==> src/rtl/pipe_ctrl.sv <==
// pipe_ctrl: RV32I hazard/control unit (mem freeze, EX hold watchdog, jump deferral, load-use via PIPE_CTRL_LOAD_USE_EN)
module pipe_ctrl #(
  parameter int ADDR_W   = 32,
  parameter int REG_AW   = 5,
  parameter int NSTAGE   = 5,
  parameter int HOLD_MAX = 32
) (
  input  logic              clk,
  input  logic              rst,
  input  logic              mem_busy_i,
  input  logic              ex_hold_req_i,
  input  logic              jump_en_i,
  input  logic [ADDR_W-1:0] jump_addr_i,
  input  logic              ex_mem_re_i,
  input  logic [REG_AW-1:0] ex_rd_addr_i,
  input  logic [REG_AW-1:0] id_rs1_addr_i,
  input  logic [REG_AW-1:0] id_rs2_addr_i,
  input  logic              id_rs1_used_i,
  input  logic              id_rs2_used_i,
  output logic [NSTAGE-1:0] stall_o,
  output logic [NSTAGE-1:0] flush_o,
  output logic              pc_jump_en_o,
  output logic [ADDR_W-1:0] pc_jump_addr_o,
  output logic              hold_timeout_o
);
  localparam int CW = $clog2(HOLD_MAX) + 1;
  typedef enum logic [1:0] {RUN, HOLD, ABORT} state_t;
  state_t state_q, state_d;
  logic [CW-1:0] cnt_q, cnt_d;
  logic pend_en_q, pend_en_d, timeout_q, timeout_d, load_use, jen;
  logic [ADDR_W-1:0] pend_addr_q, pend_addr_d, jaddr;
  logic [NSTAGE-1:0] stall, flush;
`ifdef PIPE_CTRL_LOAD_USE_EN
  assign load_use = ex_mem_re_i && (ex_rd_addr_i != '0) &&
                    ((id_rs1_used_i && id_rs1_addr_i == ex_rd_addr_i) ||
                     (id_rs2_used_i && id_rs2_addr_i == ex_rd_addr_i));
`else
  logic unused_lu;
  assign unused_lu = ^{ex_mem_re_i, ex_rd_addr_i, id_rs1_addr_i, id_rs2_addr_i, id_rs1_used_i, id_rs2_used_i};
  assign load_use = 1'b0;
`endif
  always_comb begin
    stall = '0;
    flush = '0;
    jen = 1'b0;
    jaddr = '0;
    state_d = state_q;
    cnt_d = cnt_q;
    pend_en_d = pend_en_q;
    pend_addr_d = pend_addr_q;
    timeout_d = timeout_q;
    if (mem_busy_i) begin
      stall = '1;
      pend_en_d = pend_en_q | jump_en_i;
      pend_addr_d = jump_en_i ? jump_addr_i : pend_addr_q;
    end else if (state_q == ABORT) begin
      // a jump arriving while the watchdog drains is deferred rather than lost
      state_d = ex_hold_req_i ? ABORT : RUN;
      pend_en_d = pend_en_q | jump_en_i;
      pend_addr_d = jump_en_i ? jump_addr_i : pend_addr_q;
    end else if (ex_hold_req_i) begin
      stall[2:0] = 3'b111;
      flush[3] = 1'b1;
      pend_en_d = pend_en_q | jump_en_i;
      pend_addr_d = jump_en_i ? jump_addr_i : pend_addr_q;
      state_d = (cnt_q == CW'(HOLD_MAX - 1)) ? ABORT : HOLD;
      cnt_d = (cnt_q == CW'(HOLD_MAX - 1)) ? '0 : cnt_q + 1'b1;
      timeout_d = timeout_q | (cnt_q == CW'(HOLD_MAX - 1));
    end else begin
      state_d = RUN;
      cnt_d = '0;
      jen = jump_en_i | pend_en_q;
      jaddr = jump_en_i ? jump_addr_i : pend_en_q ? pend_addr_q : '0;
      flush[2:1] = jen ? 2'b11 : 2'b00;
      pend_en_d = 1'b0;
      stall[1:0] = (!jen && load_use) ? 2'b11 : 2'b00;
      flush[2] = jen | load_use;
    end
  end
  always_ff @(posedge clk or posedge rst) begin
    if (rst) begin
      state_q <= RUN;
      cnt_q <= '0;
      pend_en_q <= 1'b0;
      pend_addr_q <= '0;
      timeout_q <= 1'b0;
    end else begin
      state_q <= state_d;
      cnt_q <= cnt_d;
      pend_en_q <= pend_en_d;
      pend_addr_q <= pend_addr_d;
      timeout_q <= timeout_d;
    end
  end
  // outputs are combinational, so reset must mask them without waiting for a clock
  assign stall_o = rst ? '0 : stall;
  assign flush_o = rst ? '0 : flush;
  assign pc_jump_en_o = rst ? 1'b0 : jen;
  assign pc_jump_addr_o = rst ? '0 : jaddr;
  assign hold_timeout_o = timeout_q;
endmodule
==> config.mk <==
export PLATFORM = sky130hd
export DESIGN_NAME = pipe_ctrl
export DESIGN_NICKNAME = d
export VERILOG_FILES = /design/src/rtl/pipe_ctrl.sv
export SDC_FILE = /design/constraint.sdc
export NUM_CORES = 1
export LEC_CHECK = 0
export CORE_MARGIN = 2
export CORE_UTILIZATION = 27
export CTS_CLUSTER_SIZE = 40
export DETAILED_ROUTE_END_ITERATION = 8
export GPL_ROUTABILITY_DRIVEN = 0
export MAX_ROUTING_LAYER = met4
export PLACE_DENSITY = 0.65
export SKIP_CTS_REPAIR_TIMING = 1
export SLEW_MARGIN = 20
export SYNTH_ARGS = -nofsm -noshare
export SYNTH_HDL_FRONTEND = slang
export SYNTH_SLANG_ARGS = --single-unit
==> constraint.sdc <==
create_clock -name clk -period 4 [get_ports clk]
set_input_delay 1 -clock clk [delete_from_list [all_inputs] [get_ports clk]]
set_output_delay 1 -clock clk [all_outputs]
set_load 0.005 [all_outputs]
* After elaboration in Yosys (flattened, before gate mapping)
Cells that the tools add are included.
Widths: inputs -> output; s select.
** Storage, ports and cells
- Register bits :: 42
- Input bits :: 55
** Operators by class
- Add/sub/neg operators :: 1
- Reductions and logical operators :: 3
- Multiplexer cells :: 34
- Bitwise gates (word level) :: 4
- Equal/unequal tests :: 2
** Operators by type and width (number)
- $mux 32 :: 10
- $mux 2 :: 7
- $mux 3 :: 4
- $mux 6 :: 2
- $mux 1 :: 9
- $add 6x1->6 const B :: 1
- $eq 6x5->1 const B :: 1
- $mux 5 :: 1
- $mux 4 :: 1
- $reduce_and 3->1 :: 1
- $reduce_bool 3->1 :: 1
- $eq 2x2->1 const B :: 1
- $not 1->1 :: 2
- $or 1x1->1 :: 2
- $reduce_and 2->1 :: 1

* Depth between registers and ports, before layout
Gate-level depths: netlist of the first run.
- Depth in word-level cells :: 6
- Gate-level depth with buffers :: 6
- Gate-level depth less buffers :: 5

* Worst setup path before layout of the first run
Ideal clock, no wire load.
- Kind :: input -> output
- Start point :: input port rst
- End point :: output port flush_o[1]
- Slack :: 472 ps
- Arrival :: 2528 ps
- Stages :: 4
- Cell sequence :: inv_1 nand3_4 nor2_1 buf_4
** Between the ends
- Word-level cells in the longest chain between the ends :: 1
** Ends and longest elaborated chain
- start: declaration :: RTL line 9 : input logic rst,
- $mux 4 :: RTL line 97 : assign flush_o = rst ? '0 : flush;
- end: declaration :: RTL line 21 : output logic [NSTAGE-1:0] flush_o,
No other way between the ends.

* Worst setup path in the final report of the first run
- Start point :: input port mem_busy_i
- End point :: output port pc_jump_addr_o[5]
** Between the ends
- Word-level cells in the longest chain between the ends :: 2
** Ends and longest elaborated chain
- start: declaration :: RTL line 10 : input logic mem_busy_i,
- $mux 32 :: RTL line 52 : if (mem_busy_i) begin
- $mux 32 :: RTL line 99 : assign pc_jump_addr_o = rst ? '0 : jaddr;
- end: declaration :: RTL line 23 : output logic [ADDR_W-1:0] pc_jump_addr_o,
No other way between the ends.

==> qor.yml, run 1 <==
placed_design:
  io_buffers: 78
  hpwlAfterDp_mm: 3.74
  pre_cts_ws_ps: 212
  placedInstanceArea_mm2: 0.00314
sta:
  finalCritPeriodShare: 0.941
  hold_viol: 0
  worst_pin_slew_ps: 614
  fin_ws_ps: 237
  tns_ps: 0
  min_period_ps: 3760
  rsz0062_at_grt: "no"
  setup_viol: 0
  finClkSkew_ps: 2.29
  slew_viol_final: 0
  maxSlewHeadroom: 0.589
  fmax_mhz: 266
floorplanning:
  die_w_um: 96.6
  die-area_mm2: 0.00933
  start_util: 0.280
  core_mm2: 0.00826
  rows: 33
  die_h_um: 96.6
  io_pins: 99
detailed_routing:
  dr.pass1.iters: 4
  via_per_inst: 4.60
  wirelength_mm: 5.37
  antenna_left: 0
  vias: 1891
  drtIter0Drc: 89
  avgRoutedWirePerCell_um: 13.1
  route.detailed.drc: 0
grt:
  grt_pass1_vias: 1927
  grt_overflow: 0
  antenna_found_initial: 0
  grt_pass1_wl_mm: 9.34
  grt_max_degree: 43
  track_usage: 0.121
layout:
  nFillCells: 850
  antenna_cells: 0
  final_common_cell: "clkdlybuf4s50_1"
  layout_common_cells: "clkdlybuf4s50_1 (77), nor2_1 (52), dfrtp_1 (42), mux2_2 (26), a22oi_1 (21)"
  drive_gt1_frac: 0.186
  layout.nets: 361
  stdcell_area_mm2: 0.00323
  syn2layout_area_growth_pct: 39.5
critical_path:
  crit_buf_inv: 4
  cp.arrival_ps: 2760
  critical_path.max_fanout: 18
  crit_top_cell: "clkdlybuf4s50_1"
  critPathRequiredTime_ps: 3000
  criticalPathCategory: "primary input to output port"
  crit_path_start_kind: "primary input"
  critPathMaxStageDelay_ps: 510
  crit_path_end_kind: "output port"
  cpMaxStageDelayCell: "clkdlybuf4s50_1"
  cp_top_family: "buffers and inverters"
  path_cells: "clkdlybuf4s50_1, inv_2, and2_1, nand3_4, buf_4, nor2_1, clkdlybuf4s50_1"
clock_network:
  clk_latency_ps: 290
  cts_buffers: 5
  cts-htree-levels: 2
  clk_path_buf_depth: 2
  clkTransAtPathRegs_ps: 80
  clock_sinks: 42
  cts_root_buf: "clkbuf_8"
  cts_tree: "built"
synth:
  synth_cells: 233
  yosysSeqAreaShare: 0.454
  ys_types: 33
  syn_area_mm2: 0.00232
  ys_warn_count: 0
  synth_edf_count: 0
  ys_ff_latch: 42
  synthFlopType: "dfrtp_1"
  avgSynthCellArea_um2: 9.94
  async_flop_share: 1.00
power:
  p_per_area_mw_per_mm2: 319
  vdd_drop_max_v: 0.000158
  leakage_nw: 1.33
flow_run:
  maxCapViolations: 0
outcome:
  status: "finished clean"
worst_hold_path:
  min_path_type: "flip-flop to flip-flop"
power by group:
group	internal, mW	leakage, nW	switching [mW]	total, mW
combinational	0.140	0.778	0.101	0.241
sequential	0.478	0.505	0.0320	0.510
clock	0.139	0.0482	0.140	0.280
total	0.757	1.33	0.273	1.03
final timing paths:
kind,end,cells past startpoint,from,slack (ps)
setup / recovery,pc_jump_addr_o[5],7,mem_busy_i,240
max in group asynchronous,pend_addr_q[23],3,rst,2340
hold reg to reg,hold_timeout_o,1,hold_timeout_o,480
setup reg to reg,pend_addr_q[12],5,state_q[1],2160
min in group asynchronous,pend_addr_q[21],3,rst,1300
hold / removal,hold_timeout_o,1,hold_timeout_o,480
sequential cells by signal, summed over array words and instances, names as in the netlist:
| signal | cells |
|---|---|
| pend_addr_q | 32 |
| hold_timeout_o | 1 |
| cnt_q | 6 |
| pend_en_q | 1 |
| state_q | 2 |
Yosys cell counts (all sizes together) (2+ instances only):
cell / number / area [um^2]
mux2: 32 / 383
clkbuf: 8 / 33.8
nand3: 7 / 47.6
inv: 3 / 11.3
dfrtp: 42 / 1050
a22oi: 21 / 158
buf: 15 / 133
nand2: 18 / 75.1
o21ai: 7 / 46.3
and2: 2 / 12.5
nor2: 52 / 195
a21oi: 14 / 70.1
nand2b: 2 / 20.0
layer usage:
metal  share of wire  GRT usage
met2            0.46      0.190
met5               0          -
met4          0.0032     0.0228
met1            0.50      0.164
met3           0.046     0.0253
metrics by stage:
stage | hold WS, ps | utilization | instances | power, mW
finish | 476 | 0.391 | 411 | 1.03
global route | 507 | 0.391 | 411 | 1.10
CTS | 478 | 0.391 | 411 | 1.05
detailed placement | 460 | 0.380 | 403 | 0.762
global placement | 462 | 0.380 | 403 | 0.757
floorplan | 456 | - | 234 | 0.668
cells by family after synthesis:
family | after synthesis | share of synthesized area
flip-flops | 42 | 0.454
adder cells (fa/ha/maj) | 1 | 0.00540
buffers and inverters | 26 | 0.0767
AND/OR/NAND/NOR | 85 | 0.164
AO/OA/AOI/OAI | 46 | 0.133
multiplexers | 32 | 0.165
other | 1 | 0.00162
cell type report:
type / instances / area (um^2) / share of cell area
sequential: 42 / 1050 / 0.325
inverter: 3 / 11.3 / 0.00348
tap: 105 / 131 / 0.0407
clock buffer: 7 / 86.3 / 0.0267
timing repair buffer: 87 / 856 / 0.265
multi-input combinational: 166 / 1090 / 0.338
clock inverter: 1 / 5.00 / 0.00155
Note: power is estimated with default switching activity, not from simulation.
==> run 2, diff against run 1 <==
--- a/config.mk
+++ b/config.mk
@@ -5,8 +5,10 @@
 export SDC_FILE = /design/constraint.sdc
 export NUM_CORES = 1
 export LEC_CHECK = 0
+export ABC_CLOCK_PERIOD_IN_PS = 4000
 export CORE_MARGIN = 2
 export CORE_UTILIZATION = 27
+export CTS_CLUSTER_DIAMETER = 120
 export CTS_CLUSTER_SIZE = 40
 export DETAILED_ROUTE_END_ITERATION = 8
 export GPL_ROUTABILITY_DRIVEN = 0
==> results of run 2 <==
Same layout as run 1: the final DEF is identical, and so are final timing and power.
==> run 3, diff against run 2 <==
--- a/config.mk
+++ b/config.mk
@@ -15,7 +15,7 @@
 export MAX_ROUTING_LAYER = met4
 export PLACE_DENSITY = 0.65
 export SKIP_CTS_REPAIR_TIMING = 1
-export SLEW_MARGIN = 20
+export SLEW_MARGIN = 30
 export SYNTH_ARGS = -nofsm -noshare
 export SYNTH_HDL_FRONTEND = slang
 export SYNTH_SLANG_ARGS = --single-unit
==> results of run 3 <==
Same layout as run 1: the final DEF is identical, and so are final timing and power.
